**config.mk**
```make
export PLATFORM = sky130hd
export DESIGN_NAME = axi_llc_lock_box_table
export DESIGN_NICKNAME = d
export VERILOG_FILES = /design/src/rtl/axi_llc_lock_box_table.sv
export SDC_FILE = /design/constraint.sdc
export NUM_CORES = 1
export LEC_CHECK = 0
export ABC_AREA = 1
export CAP_MARGIN = 20
export CORE_UTILIZATION = 40
export DETAILED_ROUTE_END_ITERATION = 10
export PLACE_DENSITY = 0.68
export SLEW_MARGIN = 25
export SYNTH_ARGS = -nofsm -noshare
export SYNTH_HDL_FRONTEND = slang
export SYNTH_SLANG_ARGS = --single-unit
```
**constraint.sdc**
```tcl
create_clock -name clk_i -period 9.4 [get_ports clk_i]
set_input_delay 0.94 -clock clk_i [delete_from_list [all_inputs] [get_ports clk_i]]
set_output_delay 0.94 -clock clk_i [all_outputs]
set_load 0.1 [all_outputs]
```
**src/rtl/axi_llc_lock_box_table.sv**
```systemverilog
// Exact-match lock table for AXI LLC lines: per-line reference counters, lock
// lookup/grant, and per-channel unlock FIFOs merged by a round-robin arbiter.
module axi_llc_lock_box_table #(
  parameter int unsigned IndexWidth = 8,
  parameter int unsigned WayWidth   = 8,
  parameter int unsigned NumEntries = 8,
  parameter int unsigned CntWidth   = 3,
  parameter int unsigned NumUnlock  = 2,
  parameter int unsigned FifoDepth  = 2
) (
  input  logic                              clk_i,
  input  logic                              rst_i,
  input  logic [IndexWidth-1:0]             lock_index_i,
  input  logic [WayWidth-1:0]               lock_way_i,
  input  logic                              lock_req_i,
  output logic                              lock_gnt_o,
  output logic                              locked_o,
  input  logic [NumUnlock*IndexWidth-1:0]   unlock_index_i,
  input  logic [NumUnlock*WayWidth-1:0]     unlock_way_i,
  input  logic [NumUnlock-1:0]              unlock_req_i,
  output logic [NumUnlock-1:0]              unlock_gnt_o,
  output logic [$clog2(NumEntries+1)-1:0]   usage_o,
  output logic                              full_o,
  output logic                              empty_o,
  output logic                              error_o
);

  localparam int unsigned KeyWidth = IndexWidth + WayWidth;
  localparam int unsigned EntW     = $clog2(NumEntries);
  localparam int unsigned UsageW   = $clog2(NumEntries + 1);
  localparam int unsigned PtrW     = (FifoDepth > 1) ? $clog2(FifoDepth) : 1;
  localparam int unsigned FcntW    = $clog2(FifoDepth + 1);
  localparam int unsigned ChW      = (NumUnlock > 1) ? $clog2(NumUnlock) : 1;

  logic [NumEntries-1:0] valid_q;
  logic [KeyWidth-1:0]   key_q [NumEntries];
  logic [CntWidth-1:0]   cnt_q [NumEntries];

  logic [KeyWidth-1:0]   fifo_mem [NumUnlock][FifoDepth];
  logic [PtrW-1:0]       rd_ptr [NumUnlock];
  logic [PtrW-1:0]       wr_ptr [NumUnlock];
  logic [FcntW-1:0]      fifo_cnt [NumUnlock];
  logic [ChW-1:0]        rr_ptr;

  logic [KeyWidth-1:0]   lock_key, pop_key;
  logic [KeyWidth-1:0]   push_key [NumUnlock];
  logic [NumUnlock-1:0]  push, pop, nonempty;
  logic [ChW-1:0]        win;
  logic                  pop_valid, pop_way_ok, lock_way_ok;
  logic [NumEntries-1:0] match_lock, match_pop;
  logic                  hit_lock, hit_sat, any_free, hit_pop, pop_do;
  logic [EntW-1:0]       free_idx;
  logic [UsageW-1:0]     usage;

  assign lock_key    = {lock_index_i, lock_way_i};
  assign lock_way_ok = $onehot(lock_way_i);

  // FIFO handshake derived from registered occupancy only
  always_comb begin
    for (int c = 0; c < NumUnlock; c++) begin
      push_key[c]     = {unlock_index_i[c*IndexWidth +: IndexWidth], unlock_way_i[c*WayWidth +: WayWidth]};
      unlock_gnt_o[c] = (fifo_cnt[c] != FcntW'(FifoDepth));
      nonempty[c]     = (fifo_cnt[c] != '0);
      push[c]         = unlock_req_i[c] & unlock_gnt_o[c];
    end
  end

  // Round-robin: first non-empty channel at or above rr_ptr, then wrap
  always_comb begin
    pop_valid = 1'b0;
    win       = '0;
    for (int i = 0; i < NumUnlock; i++) begin
      if (!pop_valid && nonempty[i] && (ChW'(i) >= rr_ptr)) begin
        pop_valid = 1'b1;
        win       = ChW'(i);
      end
    end
    for (int i = 0; i < NumUnlock; i++) begin
      if (!pop_valid && nonempty[i]) begin
        pop_valid = 1'b1;
        win       = ChW'(i);
      end
    end
    pop = '0;
    if (pop_valid) pop[win] = 1'b1;
  end

  assign pop_key    = fifo_mem[win][rd_ptr[win]];
  assign pop_way_ok = $onehot(pop_key[WayWidth-1:0]);

  always_comb begin
    hit_sat  = 1'b0;
    any_free = 1'b0;
    free_idx = '0;
    usage    = '0;
    for (int e = 0; e < NumEntries; e++) begin
      match_lock[e] = valid_q[e] && (key_q[e] == lock_key);
      match_pop[e]  = valid_q[e] && (key_q[e] == pop_key);
      if (match_lock[e] && (cnt_q[e] == '1)) hit_sat = 1'b1;
      if (!any_free && !valid_q[e]) begin
        any_free = 1'b1;
        free_idx = EntW'(e);
      end
      usage = usage + UsageW'(valid_q[e]);
    end
  end

  assign hit_lock   = |match_lock;
  assign hit_pop    = |match_pop;
  assign locked_o   = hit_lock;
  assign lock_gnt_o = lock_req_i & lock_way_ok & (hit_lock ? ~hit_sat : any_free);
  assign pop_do     = pop_valid & pop_way_ok & hit_pop;
  assign usage_o    = usage;
  assign full_o     = &valid_q;
  assign empty_o    = ~|valid_q;

  always_ff @(posedge clk_i) begin
    for (int c = 0; c < NumUnlock; c++) begin
      if (push[c]) fifo_mem[c][wr_ptr[c]] <= push_key[c];
    end
  end

  always_ff @(posedge clk_i) begin
    if (rst_i) begin
      rr_ptr <= '0;
      for (int c = 0; c < NumUnlock; c++) begin
        rd_ptr[c]   <= '0;
        wr_ptr[c]   <= '0;
        fifo_cnt[c] <= '0;
      end
    end else begin
      if (pop_valid) rr_ptr <= (win == ChW'(NumUnlock - 1)) ? '0 : win + ChW'(1);
      for (int c = 0; c < NumUnlock; c++) begin
        if (push[c]) wr_ptr[c] <= (wr_ptr[c] == PtrW'(FifoDepth - 1)) ? '0 : wr_ptr[c] + PtrW'(1);
        if (pop[c])  rd_ptr[c] <= (rd_ptr[c] == PtrW'(FifoDepth - 1)) ? '0 : rd_ptr[c] + PtrW'(1);
        if (push[c] && !pop[c])      fifo_cnt[c] <= fifo_cnt[c] + FcntW'(1);
        else if (!push[c] && pop[c]) fifo_cnt[c] <= fifo_cnt[c] - FcntW'(1);
      end
    end
  end

  // Simultaneous lock and decrement of one entry cancel out
  always_ff @(posedge clk_i) begin
    if (rst_i) begin
      valid_q <= '0;
      error_o <= 1'b0;
      for (int e = 0; e < NumEntries; e++) begin
        key_q[e] <= '0;
        cnt_q[e] <= '0;
      end
    end else begin
      if ((lock_req_i && !lock_way_ok) || (pop_valid && (!pop_way_ok || !hit_pop)))
        error_o <= 1'b1;
      for (int e = 0; e < NumEntries; e++) begin
        logic inc, dec;
        inc = lock_gnt_o && (hit_lock ? match_lock[e] : (free_idx == EntW'(e)));
        dec = pop_do && match_pop[e];
        if (inc && !dec) begin
          if (!valid_q[e]) begin
            valid_q[e] <= 1'b1;
            key_q[e]   <= lock_key;
            cnt_q[e]   <= CntWidth'(1);
          end else begin
            cnt_q[e] <= cnt_q[e] + CntWidth'(1);
          end
        end else if (dec && !inc) begin
          cnt_q[e] <= cnt_q[e] - CntWidth'(1);
          if (cnt_q[e] == CntWidth'(1)) valid_q[e] <= 1'b0;
        end
      end
    end
  end

endmodule

```
* After elaboration in Yosys (flattened, before gate mapping)
Memory sizes are Yosys's and may differ from the RTL's. Index checks and enable logic that the tools add are counted.
Operators by class: multiply operators 0, shift operators 0, divide/modulo/power cells 0, eq/ne operators 43, magnitude comparators 9, mux-type cells 243, add/sub/neg operators 46, bitwise gates (word level) 50, reduce and logical (&&, ||, !) cells 150
Operators with widths (number):
- $eq 16x16->1 | 16
- $mux 16 | 13
- $mux 1 | 190
- $mux 3 | 30
- $logic_and 1x1->1 | 77
- $mux 32 | 2
- $logic_not 1->1 | 40
- $or 1x1->1 | 40
- $eq 3x3->1 const B | 12
- $reduce_bool 2->1 | 18
- $demux 16 s1 | 2
- $eq 3x1->1 const B | 9
- $add 3x1->3 const B | 8
- $reduce_or 8->1 | 3
- $sub 3x1->3 const B | 8
- $add 1x1->2 | 9
- $add 4x1->4 | 4
- $reduce_and 2->1 | 8
- $add 2x2->3 | 4
- $mux 2 | 5
- $add 3x3->4 | 2
- $eq 4x1->1 const B | 2
- $reduce_and 8->1 | 1
- $and 1x1->1 | 6
- other kinds (17) | 32
Word-level totals: logic and storage cells 557, RAM bits 224, input bits 53, memories 6, latch bits 0, output and inout bits 11, memory bits (read-only) 0, register bits after elaboration 10
Memories:
- key_q | words 8, width 16, read ports 8, clocked after Yosys merged registers in 0, write ports 8, line 36 | logic [KeyWidth-1:0] key_q [NumEntries];
- fifo_mem | words 2, width 32, read ports 1, clocked after Yosys merged registers in 0, write ports 2, line 39 | logic [KeyWidth-1:0] fifo_mem [NumUnlock][FifoDepth];
- cnt_q | words 8, width 3, read ports 8, clocked after Yosys merged registers in 0, write ports 8, line 37 | logic [CntWidth-1:0] cnt_q [NumEntries];
- fifo_cnt | words 2, width 2, read ports 2, clocked after Yosys merged registers in 0, write ports 2, line 42 | logic [FcntW-1:0] fifo_cnt [NumUnlock];
- rd_ptr | words 2, width 1, read ports 3, clocked after Yosys merged registers in 0, write ports 2, line 40 | logic [PtrW-1:0] rd_ptr [NumUnlock];
- wr_ptr | words 2, width 1, read ports 2, clocked after Yosys merged registers in 0, write ports 2, line 41 | logic [PtrW-1:0] wr_ptr [NumUnlock];

* Depth between registers and ports, before layout
An unclocked memory read counts as a cell.
depth after elaboration 34, depth in mapped cells 28, depth with buffers taken out 27

* Least setup slack after synthesis
OpenSTA, ideal clock, no wires.
path type register to register, start point memory fifo_cnt[1][0] (netlist bit), end point memory cnt_q[5][0] (netlist: cnt_q[1][3]) (enable), cell stages (with the launch flop) 25, buffers on the path 2, setup slack 3.157 ns, period minus slack after synthesis 6.243 ns, required time 9.132 ns, arrival time 5.975 ns, library setup time 0.268 ns, cells stage by stage edfxtp_1 -> inv_1 -> ha_1 -> inv_1 -> buf_2 -> buf_1 -> nand3_1 -> nand2_1 -> nand2_1 -> nand2_2 -> fa_1 -> inv_1 -> fa_1 -> fa_1 -> inv_1 -> ha_1 -> inv_1 -> fa_1 -> nand2_1 -> a211oi_1 -> nand4_1 -> ha_1 -> inv_1 -> o21ai_0 -> or3_1
RTL lines (line):
- start, declared | 42
- end, declared | 37

==> out/qor.txt <==
Area of the multi-input gates: 8501 um2
Post-route antenna net violation count: 0
Initial DRC Count: 2054
Result of the run: finished, final reports clean
#FFs+latches synth: 234
PwrDens: 355.7 nW/um2
Synth cell types: 46
Std-Cell Core Area: 41850 um2
Die height: 207.8 um
Initial antenna violation count: 1
Storage element area: 6927 um2
Syn Area/Cell: 7.170 um2
Util after Layout: 0.4628
Slew HR: 0.3380
TNS Setup: 0 ps
Overflow after GRT: 0
DRC Markers: 0
Half-perimeter wire length after placement: 52.32 mm
Worst-path clk slew: 60 ps
Hold_buf cts: 0
Cells after synthesis: 2364
Max-Cap Viols: 0
Post-synth top area cell: edfxtp_1
YS warnings: 0
Share of layout cells above drive strength 1: 0.05370
Routed WL: 73.21 mm
Final instance area: 19370 um2
Die area: 43200 um2
Top cell type's share of synthesized area: 0.3969
# setup viols final: 0
Drt pass-1 iters: 5
Syn Std Cell Area: 16950 um2
Hold Path Class: flip-flop to flip-flop
Drt wl/cell: 24.43 um
Setup Slack @ Placement: 2332 ps
Min Tclk post-route: 7187 ps
FMAX: 139.1 MHz
Count leader, synth: nand2_1
Horiz. Die Dim: 207.8 um
Critical path endpoint category: flip-flop
Worst Path Buf+Inv: 9
Endpoints failing hold: 0
GPL Wtd Cong: 1.009
I/O Pins: 64
Worst-path maximum fanout: 63
# diodes: 0
Row count: 75
Leak pwr: 9.046 nW
RSZ-0062 raised after global routing: no
H-tree depth: 1
Synth cell count leaders: nand2_1 (809), nor2_1 (357), inv_1 (313)
Post_cts resized: 0
Vias in the first global route: 15891
Startpoint Class: flip-flop
Global-route wire length before repair: 105.4 mm
Synth Net Count: 2492
Post-Place Cell Area: 18290 um2
Worst EP arrival: 7500 ps
Clock Sinks: 234
Worst Skew: 26.68 ps
Post-CTS Repair Setup Buffers: 0
CTS Root Cell: clkbuf_16
Crit path required time: 9720 ps
Post-synth EDFFs: 224
Post-synthesis sequential area ratio: 0.4087
I/O Buffers: 63
Total track usage: 0.3350
Top FF cell, synth: edfxtp_1
WS Path Type: flip-flop to flip-flop
CTS tree: done
Slowest stage delay, CP: 670 ps
Max Slew Vio Count: 0
Area growth from synthesis to layout: 14.27%
Worst path top cell family by delay: simple AND/OR/NAND/NOR gates
Clock Tree Buf Depth: 3
VDD IR-drop max: 499.9 uV
Ys async rst share: 0
Initial Util: 0.4050
Num CTS Buffers: 30
Via/cell ratio: 5.639
# fillers: 4196
Worst Tran Pin Value: 989.9 ps
Largest net degree at the start of global routing: 64
Nets: 2562
Slowest stage cell on the critical path: nand2_1
Synth top area cells: edfxtp_1 (40%), nand2_1 (18%), nor2_1 (7.9%)
PnR worst setup slack: 2213 ps
Latest clock arrival within the worst-skew pair: 600 ps
Vias: 16901
Period utilisation layout: 0.7646
==> worst register-to-register path, stage by stage, from the launching register on <==
cell and delay, ps:
edfxtp_1 390, inv_1 90, ha_1 170, inv_1 40
buf_4 260, nand2_2 130, buf_4 500, nand2_1 110
nand2_1 500, buf_4 340, nand3_1 100, nand2_1 640
fa_1 580, fa_1 440, inv_1 70, ha_1 160
inv_1 60, fa_1 490, nand2_1 70, a211oi_1 220
buf_4 240, nand4_1 120, ha_1 200, inv_1 120
nor2_1 60, nand2_1 670, o21ai_0 160
==> area by class of cell <==
cell class              instances  area share
inverters                     321     0.06221
well taps                     539     0.03482
flip-flops and latches        234      0.3576
clock buffers                  31     0.03896
repair buffers                110     0.05078
multi-input cells            1737      0.4389
clock inverters                25     0.01667
==> through the flow <==
step           instances  total power, W  hold slack (ps)
2_1_floorplan       2364        0.003844            461.3
3_3_place_gp        2941        0.005376            477.9
3_5_place_dp        2941        0.005427            500.3
4_1_cts             2997        0.006717            514.2
5_1_grt             2997        0.007217            539.3
6_report            2997        0.006889            505.8
==> cell families after synthesis <==
kind of cell,Yosys count,synth area share
compound gates,167,0.06083
xor+xnor,45,0.02414
buf+inv,393,0.09043
flops,234,0.4087
mux,5,0.002953
simple gates,1445,0.3523
fa+ha+maj,75,0.06068
==> layer usage <==
layer / share of wire / global-route usage
met5: 0.00012 / 0
met3: 0.11 / 0.08472
met2: 0.42 / 0.5020
met4: 0.052 / 0.1502
met1: 0.42 / 0.4550
==> worst paths after layout <==
kind                  start          end  slack (ps)  depth (start not counted)
max          fifo_cnt[1][0]  cnt_q[1][3]        2210                         26
min                  rr_ptr       rr_ptr         510                          2
max reg2reg  fifo_cnt[1][0]  cnt_q[1][3]        2210                         26
min reg2reg          rr_ptr       rr_ptr         510                          2
==> flip-flops by register name, indices dropped and copies added, names as in the netlist <==
name / count
wr_ptr: 2
fifo_cnt: 4
key_q: 128
fifo_mem: 64
rd_ptr: 2
error_o: 1
rr_ptr: 1
valid_q: 8
cnt_q: 24
==> power breakdown <==
part	switching [W]	internal, W
Clock	0.000503	0.000775
Sequential	0.0000731	0.00127
Combinational	0.00323	0.00104
==> cells in the final DEF (no fill, tap or decap), drive strengths merged, types with 6 or more instances in the layout <==
cell             n
dfxtp           10
ha              63
fa              12
bufinv           7
clkbuf          31
nand3b          19
o211ai           6
xnor2           11
nor4            20
xor2            34
or2              6
nand4           45
o2111ai         15
clkinv          20
o22ai           31
o21ai           70
nand2          832
nor2           357
clkdlybuf4s50   63
buf             47
nor3            18
edfxtp         224
inv            314
nand3          141
a21oi           19
Power figures use the tool's default switching activity.
